$ cat config.mk
export PLATFORM = sky130hd
export DESIGN_NAME = adc_rx
export DESIGN_NICKNAME = d
export VERILOG_FILES = /design/src/rtl/wm8731_pkg.sv /design/src/rtl/codec_clk_gen.sv /design/src/rtl/adc_rx.sv
export SDC_FILE = /design/constraint.sdc
export NUM_CORES = 1
export LEC_CHECK = 0
export ABC_CLOCK_PERIOD_IN_PS = 2900
export CORE_ASPECT_RATIO = 1.4
export CORE_MARGIN = 5
export CORE_UTILIZATION = 50
export CTS_CLUSTER_SIZE = 40
export DETAILED_ROUTE_END_ITERATION = 7
export HOLD_SLACK_MARGIN = 0.12
export MAX_ROUTING_LAYER = met4
export PLACE_DENSITY_LB_ADDON = 0.12
export SYNTH_ARGS = -nofsm -noshare
export SYNTH_HDL_FRONTEND = slang
export SYNTH_SLANG_ARGS = --single-unit
$ cat constraint.sdc
create_clock -name m_clk -period 2.9 [get_ports m_clk]
set_input_delay 0.435 -clock m_clk [delete_from_list [all_inputs] [get_ports m_clk]]
set_output_delay 0.435 -clock m_clk [all_outputs]
set_load 0.02 [all_outputs]
$ cat src/rtl/wm8731_pkg.sv
// Shared definitions for the WM8731 codec serial interface blocks.
package wm8731_pkg;

  localparam int unsigned FRAME_BITS   = 32;
  localparam int unsigned SAMPLE_W     = 16;
  localparam int unsigned LR_HALF_BITS = 32;
  localparam int unsigned BIT_CNT_W    = $clog2(2 * LR_HALF_BITS);
  localparam int unsigned CAP_CNT_W    = $clog2(FRAME_BITS);

  typedef enum logic [1:0] {
    IDLE    = 2'd0,
    ARM     = 2'd1,
    CAPTURE = 2'd2,
    WAIT    = 2'd3
  } rx_state_e;

  // One stereo frame as it arrives on the wire: left half is sent first.
  typedef struct packed {
    logic [SAMPLE_W-1:0] left;
    logic [SAMPLE_W-1:0] right;
  } sample_pair_t;

endpackage

$ cat src/rtl/codec_clk_gen.sv
// Bit clock and frame clock generator for the codec serial port; also
// provides the b_clk falling strobe and the frame-clock rise strobe.
module codec_clk_gen #(
  parameter int unsigned BCLK_DIV = 2
) (
  input  logic m_clk,
  input  logic rst,
  input  logic clr,
  output logic b_clk,
  output logic adc_lr_clk,
  output logic fall_c,
  output logic lr_rise_c
);
  import wm8731_pkg::*;

  localparam int unsigned HALF_W = (BCLK_DIV > 1) ? $clog2(BCLK_DIV) : 1;
  localparam logic [HALF_W-1:0]    HALF_LAST = HALF_W'(BCLK_DIV - 1);
  localparam logic [BIT_CNT_W-1:0] BIT_MID   = BIT_CNT_W'(LR_HALF_BITS - 1);
  localparam logic [BIT_CNT_W-1:0] BIT_LAST  = BIT_CNT_W'(2 * LR_HALF_BITS - 1);

  logic [HALF_W-1:0]    half_cnt;
  logic [BIT_CNT_W-1:0] bit_cnt;
  logic                 wrap_c;

  assign wrap_c    = (half_cnt == HALF_LAST);
  assign fall_c    = !clr && wrap_c && b_clk;
  assign lr_rise_c = fall_c && (bit_cnt == BIT_LAST);

  // All frame-clock edges are taken on b_clk falls so they stay aligned.
  always_ff @(posedge m_clk) begin
    if (rst || clr) begin
      half_cnt   <= '0;
      bit_cnt    <= '0;
      b_clk      <= 1'b0;
      adc_lr_clk <= 1'b0;
    end else begin
      if (wrap_c) begin
        half_cnt <= '0;
        b_clk    <= ~b_clk;
      end else begin
        half_cnt <= half_cnt + HALF_W'(1);
      end
      if (fall_c) begin
        bit_cnt <= bit_cnt + BIT_CNT_W'(1);
        if (bit_cnt == BIT_LAST) begin
          adc_lr_clk <= 1'b1;
        end else if (bit_cnt == BIT_MID) begin
          adc_lr_clk <= 1'b0;
        end
      end
    end
  end

endmodule

$ cat src/rtl/adc_rx.sv
// WM8731 ADC receive path: frame-aligned serial capture of adcdat into
// left/right samples with a valid/ready output and overrun flag.
module adc_rx #(
  parameter int unsigned BCLK_DIV = 2,
  parameter int unsigned SAMPLE_W = 16
) (
  input  logic                m_clk,
  input  logic                rst,
  input  logic                en,
  input  logic                adcdat,
  output logic                b_clk,
  output logic                adc_lr_clk,
  output logic [SAMPLE_W-1:0] left,
  output logic [SAMPLE_W-1:0] right,
  output logic                sample_valid,
  input  logic                sample_ready,
  output logic                overrun
);
  import wm8731_pkg::*;

  localparam logic [CAP_CNT_W-1:0] CAP_LAST = CAP_CNT_W'(FRAME_BITS - 1);

  rx_state_e              state;
  rx_state_e              state_nxt;
  logic [CAP_CNT_W-1:0]   cap_cnt;
  logic [FRAME_BITS-1:0]  shift_q;
  logic [FRAME_BITS-1:0]  frame_c;
  sample_pair_t           pair_c;
  logic                   gen_clr_c;
  logic                   fall_c;
  logic                   lr_rise_c;
  logic                   shift_en_c;
  logic                   load_c;

  // Generator only runs while enabled and out of IDLE, so it restarts from zero.
  assign gen_clr_c = !en || (state == IDLE);

  codec_clk_gen #(
    .BCLK_DIV (BCLK_DIV)
  ) u_clk_gen (
    .m_clk      (m_clk),
    .rst        (rst),
    .clr        (gen_clr_c),
    .b_clk      (b_clk),
    .adc_lr_clk (adc_lr_clk),
    .fall_c     (fall_c),
    .lr_rise_c  (lr_rise_c)
  );

  assign frame_c = {shift_q[FRAME_BITS-2:0], adcdat};
  assign pair_c  = sample_pair_t'(frame_c);

  always_ff @(posedge m_clk) begin
    if (rst) begin
      state <= IDLE;
    end else begin
      state <= state_nxt;
    end
  end

  // Capture starts only on a frame-clock rise, discarding any partial frame.
  always_comb begin
    state_nxt  = state;
    shift_en_c = 1'b0;
    load_c     = 1'b0;
    case (state)
      IDLE: begin
        if (en) state_nxt = ARM;
      end
      ARM: begin
        if (lr_rise_c) state_nxt = CAPTURE;
      end
      CAPTURE: begin
        if (fall_c) begin
          shift_en_c = 1'b1;
          if (cap_cnt == CAP_LAST) begin
            load_c    = 1'b1;
            state_nxt = WAIT;
          end
        end
      end
      WAIT: begin
        if (lr_rise_c) state_nxt = CAPTURE;
      end
      default: state_nxt = IDLE;
    endcase
    if (!en) begin
      state_nxt  = IDLE;
      shift_en_c = 1'b0;
      load_c     = 1'b0;
    end
  end

  always_ff @(posedge m_clk) begin
    if (rst) begin
      cap_cnt <= '0;
      shift_q <= '0;
    end else begin
      if (state != CAPTURE) begin
        cap_cnt <= '0;
      end else if (shift_en_c) begin
        cap_cnt <= cap_cnt + CAP_CNT_W'(1);
      end
      if (shift_en_c) begin
        shift_q <= frame_c;
      end
    end
  end

  // A load always wins over a handshake; overrun only when the old frame is lost.
  always_ff @(posedge m_clk) begin
    if (rst) begin
      left         <= '0;
      right        <= '0;
      sample_valid <= 1'b0;
      overrun      <= 1'b0;
    end else begin
      overrun <= load_c && sample_valid && !sample_ready;
      if (load_c) begin
        left         <= pair_c.left;
        right        <= pair_c.right;
        sample_valid <= 1'b1;
      end else if (sample_valid && sample_ready) begin
        sample_valid <= 1'b0;
      end
    end
  end

endmodule

==> results of run 1 <==
-- report_power, final --
| group | switching [mW] | leakage (nW) | internal [mW] |
|---|---|---|---|
| clock | 0.414 | 0.115 | 0.571 |
| combinational | 0.0277 | 0.496 | 0.00847 |
| sequential | 0.00252 | 0.652 | 1.11 |
| total | 0.445 | 1.26 | 1.69 |
-- path summary, 6_finish.rpt --
kind	slack (ns)	to	startpoint	depth (start not counted)
max	0.97	cap_cnt[1]$_SDFFE_PP0P_	state[0]$_SDFFE_PP0P_	4
min	0.46	sample_valid$_SDFFE_PP0P_	sample_valid$_SDFFE_PP0P_	2
max reg2reg	0.97	cap_cnt[1]$_SDFFE_PP0P_	state[0]$_SDFFE_PP0P_	4
min reg2reg	0.46	sample_valid$_SDFFE_PP0P_	sample_valid$_SDFFE_PP0P_	2
-- per-stage QoR --
stage	total power [mW]	area, sq um	std cells
2_1_floorplan	1.16	3400	378
3_3_place_gp	1.18	3800	478
3_5_place_dp	1.18	3800	478
4_1_cts	2.15	4040	494
5_1_grt	2.22	4040	494
6_report	2.14	4040	494
-- registers in the layout, summed over array words and instances (netlist names) --
signal and count:
cap_cnt 5, u_clk_gen.adc_lr_clk 1, right 16, overrun 1, u_clk_gen.bit_cnt 6, left 16, u_clk_gen.b_clk 1, sample_valid 1
u_clk_gen.half_cnt 1, state 2, shift_q 31
-- per-layer routing --
metal	GRT usage	part of all wire
met5	-	0
met4	0.0713	0.014
met2	0.305	0.48
met3	0.0519	0.040
met1	0.254	0.46
-- critical path: stages (launching register included) --
cell	delay, ns
dfxtp_1	0.51
nand2b_1	0.63
buf_4	0.33
nor2_1	0.09
o221a_2	0.25
-- area by class of cell --
cell class | instances | area, sq um
multi-input combinational | 221 | 1450
tap | 92 | 115
inverter | 34 | 128
sequential | 81 | 1620
clock buffer | 9 | 124
fill | 593 | 2570
timing repair buffer | 50 | 483
clock inverter | 7 | 119
-- Yosys cell counts, drive strengths merged (4+ instances only) --
| library cell | instances |
|---|---|
| o31ai | 4 |
| a311oi | 32 |
| inv | 34 |
| o21ai | 34 |
| clkbuf | 24 |
| nor2 | 5 |
| a21oi | 37 |
| nand2 | 7 |
| or4 | 4 |
| dfxtp | 81 |
| and3 | 4 |
| buf | 18 |
| a31o | 32 |
| nand3 | 37 |
-- kinds of logic (layout without fill, tap and decap cells) --
group | Yosys count | after routing | synth area share
AO/OA/AOI/OAI | 144 | 144 | 0.294
XOR/XNOR | 4 | 4 | 0.0103
adder cells (fa/ha/maj) | 3 | 3 | 0.0110
buffers and inverters | 76 | 100 | 0.0994
flip-flops | 81 | 81 | 0.477
multiplexers | 1 | 1 | 0.00294
AND/OR/NAND/NOR | 69 | 69 | 0.106
==> summary.txt, run 1 <==
antenna cells: 0
CTS resizes: 0
Primary FF master, synth: dfxtp_1
initial core utilization: 0.514
post-layout util: 0.611
iteration-0 DRC count of the detailed router: 269
CP Launch Type: register
CORE AREA: 6610 sq um
Yosys Warn Count: 0
Hold Crit Class: reg2reg
CTS Hold Bufs: 0
WL/cell: 15.4 um
Port Buffer Count: 40
DRT Pass-1 Iters: 4
post-synth net total: 386
Slew @ Worst Pin: 1.08 ns
Crit. End Element: register
Rel. slew slack: 0.276
fmax: 518 MHz
Sink Count: 81
Final TNS setup: 0 ns
pre-CTS setup slack: 0.802 ns
share of the yosys chip area belonging to registers: 0.477
max cap viols: 0
Final Setup Violations: 0
CTS tree: done
first-pass GRT wire length: 13400 um
worst hold slack: 0.464 ns
die footprint: 8570 sq um
Gate Count Post-Synth: 378
Seq cells post-synth: 81
CTS buffer count: 9
RePlAce Congestion: 0.759
cell taking the most area after synthesis: dfxtp_1
commonest non-fill, non-tap cells in the layout: dfxtp_1, clkdlybuf4s50_1, nand3_1, a21oi_1, inv_1
FP Rows: 35
final setup margin: 0.971 ns
Ports: 41
Post-Syn Area: 3400 sq um
Syn-to-layout area delta: 18.8%
commonest non-fill, non-tap cell in the layout: dfxtp_1
top cells by area, synth: dfxtp_1, a311oi_1, a31o_1
total gr overflow: 0
Worst Skew: 0.0103 ns
Post-DP HPWL: 4490 um
drt drc: 0
Synth async-reset ratio: 0
Worst-Skew Late Latency: 0.35 ns
post-CTS setup repair buffer count: 0
fraction of layout cells with a size suffix above 1: 0.0821
worst vdd ir: 0.000293 V
LEAKAGE: 1.26 nW
Vias: 2881
number of global-route vias before repair: 2759
worst-case clock buffer depth: 2
synth unique cells: 33
RSZ-0062 raised after global routing: false
Final Critical Period: 1.93 ns
largest net degree at the start of global routing: 43
status: completed
DRT antenna net count: 0
Req. time, crit path: 3.14 ns
initial antenna violation count: 0
EDFF count, synth: 0
crit share post-route: 0.665
Total Wirelength: 7630 um
vias per cell: 5.83
Root Driver: clkbuf_8
Tot GR Track Use: 0.200
Clock transition at path regs: 0.08 ns
Slew Limit Fails: 0
syn_area_per_cell: 8.99 sq um
final hold violations: 0
die width: 79.7 um
worst path arrival time: 2.17 ns
pwr dens: 529 nW/um^2
Nets: 405
critical path class: reg2reg
area share of the largest cell type after synthesis: 0.477
H-tree depth reported by CTS: 3
Die Span Y: 108 um
CP Max Fanout: 21
No activity file was read; power rests on OpenSTA's default activity.
==> run 2, diff against run 1 <==
ABC_CLOCK_PERIOD_IN_PS = 1800   (was 2900)
clock period = 1.8 ns   (was 2.9 ns; I/O delays follow)
==> summary.txt, run 2 (same netlist as run 1, synthesis figures left out) <==
status: completed (unchanged)
WL/cell: 15.1 um (was 15.4 um)
CP Cell Sequence: clkdlybuf4s50_1 (was nand2b_1 -> buf_4 -> nor2_1 -> o221a_2)
die width: 79.7 um (unchanged)
# fillers: 583 (was 593)
commonest non-fill, non-tap cells in the layout: dfxtp_1, clkdlybuf4s50_1, nand3_1, a21oi_1, inv_1 (unchanged)
crit share post-route: 0.952
Buf/Inv on CP: 1 (unchanged)
max FFs per register: 31 (unchanged)
clock power share: 0.438 (was 0.461)
Largest Register: shift_q (unchanged)
CP Max Fanout: 6 (was 21)
number of global-route vias before repair: 2804 (was 2759)
FP Rows: 35 (unchanged)
antenna cells: 0 (unchanged)
Rel. slew slack: 0.676 (was 0.276)
CTS Hold Bufs: 0 (unchanged)
Nets: 416 (was 405)
Worst path depth: 1 (was 4)
fmax: 583 MHz
Root Driver: clkbuf_8 (unchanged)
worst path arrival time: 1.44 ns (was 2.17 ns)
switching part of the total: 0.216 (was 0.208)
worst-case clock buffer depth: 2 (unchanged)
CP max-delay cell: clkdlybuf4s50_1 (was nand2b_1)
Total Wirelength: 7650 um (was 7630 um)
Worst Reg-to-Reg Cells: 6 (was 4)
critical path class: reg2out (was reg2reg)
DRT Pass-1 Iters: 4 (unchanged)
drt drc: 0 (unchanged)
Switch Pwr: 0.718 mW (was 0.445 mW)
worst hold stages: 2 (unchanged)
iteration-0 DRC count of the detailed router: 281 (was 269)
final hold violations: 0 (unchanged)
Slew Limit Fails: 0 (unchanged)
Crit path largest cell delay: 0.65 ns (was 0.63 ns)
Vias: 2944 (was 2881)
Final Non-Filler Cells: 505 (was 494)
Total Power: 3.32 mW (was 2.14 mW)
sequential cell fraction of total power: 0.541 (was 0.522)
Largest regs: shift_q (31), left (16), right (16) (unchanged)
RePlAce Congestion: 0.818 (was 0.759)
DRT antenna net count: 0 (unchanged)
Inst Count DP: 489 (was 478)
worst vdd ir: 0.000547 V (was 0.000293 V)
Req. time, crit path: 1.53 ns (was 3.14 ns)
commonest non-fill, non-tap cell in the layout: dfxtp_1 (unchanged)
Port Buffer Count: 40 (unchanged)
Final Setup Violations: 0 (unchanged)
Final Critical Period: 1.71 ns
CP Launch Type: register (unchanged)
CTS tree: done (unchanged)
CP delay by family, top: buffers and inverters (was simple AND/OR/NAND/NOR gates)
Worst-Skew Late Latency: 0.35 ns (about the same)
Die Span Y: 108 um (unchanged)
total gr overflow: 0 (unchanged)
r2r setup slk: 0.15 ns (was 0.97 ns)
Int Pwr: 2.60 mW (was 1.69 mW)
max cap viols: 0 (unchanged)
CTS buffer count: 9 (unchanged)
Worst Skew: 0.0130 ns (was 0.0103 ns)
fraction of layout cells with a size suffix above 1: 0.104 (was 0.0821)
post-layout util: 0.624 (was 0.611)
Ports: 41 (unchanged)
initial core utilization: 0.514 (unchanged)
Sink Count: 81 (unchanged)
H-tree depth reported by CTS: 3 (unchanged)
Syn-to-layout area delta: 21.4% (was 18.8%)
Tot GR Track Use: 0.194 (was 0.200)
LEAKAGE: 1.31 nW (was 1.26 nW)
Clock transition at path regs: 0.09 ns (was 0.08 ns)
die footprint: 8570 sq um (unchanged)
Slew @ Worst Pin: 0.486 ns (was 1.08 ns)
CORE AREA: 6610 sq um (unchanged)
first-pass GRT wire length: 13200 um (was 13400 um)
Crit. End Element: primary output (was register)
initial antenna violation count: 0 (unchanged)
pwr dens: 804 nW/um^2 (was 529 nW/um^2)
largest net degree at the start of global routing: 41 (was 43)
Post-DP HPWL: 4760 um (was 4490 um)
vias per cell: 5.83 (about the same)
RSZ-0062 raised after global routing: false (unchanged)
Hold Crit Class: in2reg (was reg2reg)
Combinational Power Share: 0.021 (was 0.017)
[run 2: changes by cell type in the layout (fill, tap and decap cells not counted)]
cell        previous run  this run
buf_6                  0         1
clkbuf_1               0         1
buf_12                 1         3
clkinv_4               1         0
clkinv_2               1         0
clkinvlp_4             2         3
buf_4                  9        17
inv_6                  0         1
bufinv_16              3         2
[run 2: final cells by class]
cell class                      instances  area [sq um]  share of cell area
Clock buffer                           10           128              0.0309
Timing Repair Buffer                   61           594               0.144
Clock inverter                          6          91.3              0.0221
Sequential cell                        81          1620               0.393
Inverter                               34           128              0.0309
Tap cell                               92           115              0.0279
Multi-Input combinational cell        221          1450               0.351
[run 2: worst reg2reg max path: cells and delay by family (launching register included)]
kind / cells / cell delay, ns
and+or+nand+nor: 1 / 0.17
buffers and inverters: 1 / 0.29
AOI/OAI and AO/OA: 2 / 0.35
adders and majority gates: 2 / 0.36
DFF: 1 / 0.38
[run 2: worst paths after layout]
check	start	to
max	u_clk_gen.b_clk$_SDFFE_PP0P_	b_clk
min	rst	shift_q[5]$_SDFFE_PP0P_
min reg2reg	sample_valid$_SDFFE_PP0P_	sample_valid$_SDFFE_PP0P_
max reg2reg	cap_cnt[0]$_SDFFE_PP0P_	left[0]$_SDFFE_PP0P_
[run 2: metrics by stage]
step | cell area, sq um | hold WS [ns] | worst slack (ns) | TNS (ns)
finish | 4130 | 0.357 | 0.0861 | 0
global route | 4130 | 0.379 | 0.00436 | 0
CTS | 4120 | 0.338 | 0.0438 | 0
detailed placement | 3900 | 0.451 | -0.0330 | -0.0530
global placement | 3900 | 0.448 | 0.0347 | 0
floorplan | 3400 | 0.405 | 0.0659 | 0
[run 2: power groups by stage]
stage | clock, mW | sequential [mW] | combinational (mW)
4_1_cts | 1.48 | 1.80 | 0.0687
3_3_place_gp | 0 | 1.84 | 0.0685
3_5_place_dp | 0 | 1.84 | 0.0682
2_1_floorplan | 0 | 1.84 | 0.0371
6_report | 1.45 | 1.80 | 0.0687
5_1_grt | 1.58 | 1.80 | 0.0750
[run 2: routing by layer]
metal | part of all wire | track usage | vias up | wire length [um]
met2 | 0.49 | 0.312 | 66 | 3730
met3 | 0.038 | 0.0377 | 9 | 290
li1 | - | - | 1448 | -
met4 | 0.013 | 0.0602 | 0 | 96
met5 | 0 | - | - | 0
met1 | 0.46 | 0.246 | 1421 | 3530
[run 2: timing repair]
| action | 4_1_cts | 5_1_grt |
|---|---|---|
| endpoints found under the setup margin | 0 | 33 |
| setup buffers | 0 | 0 |
| gates resized for setup | 0 | 1 |
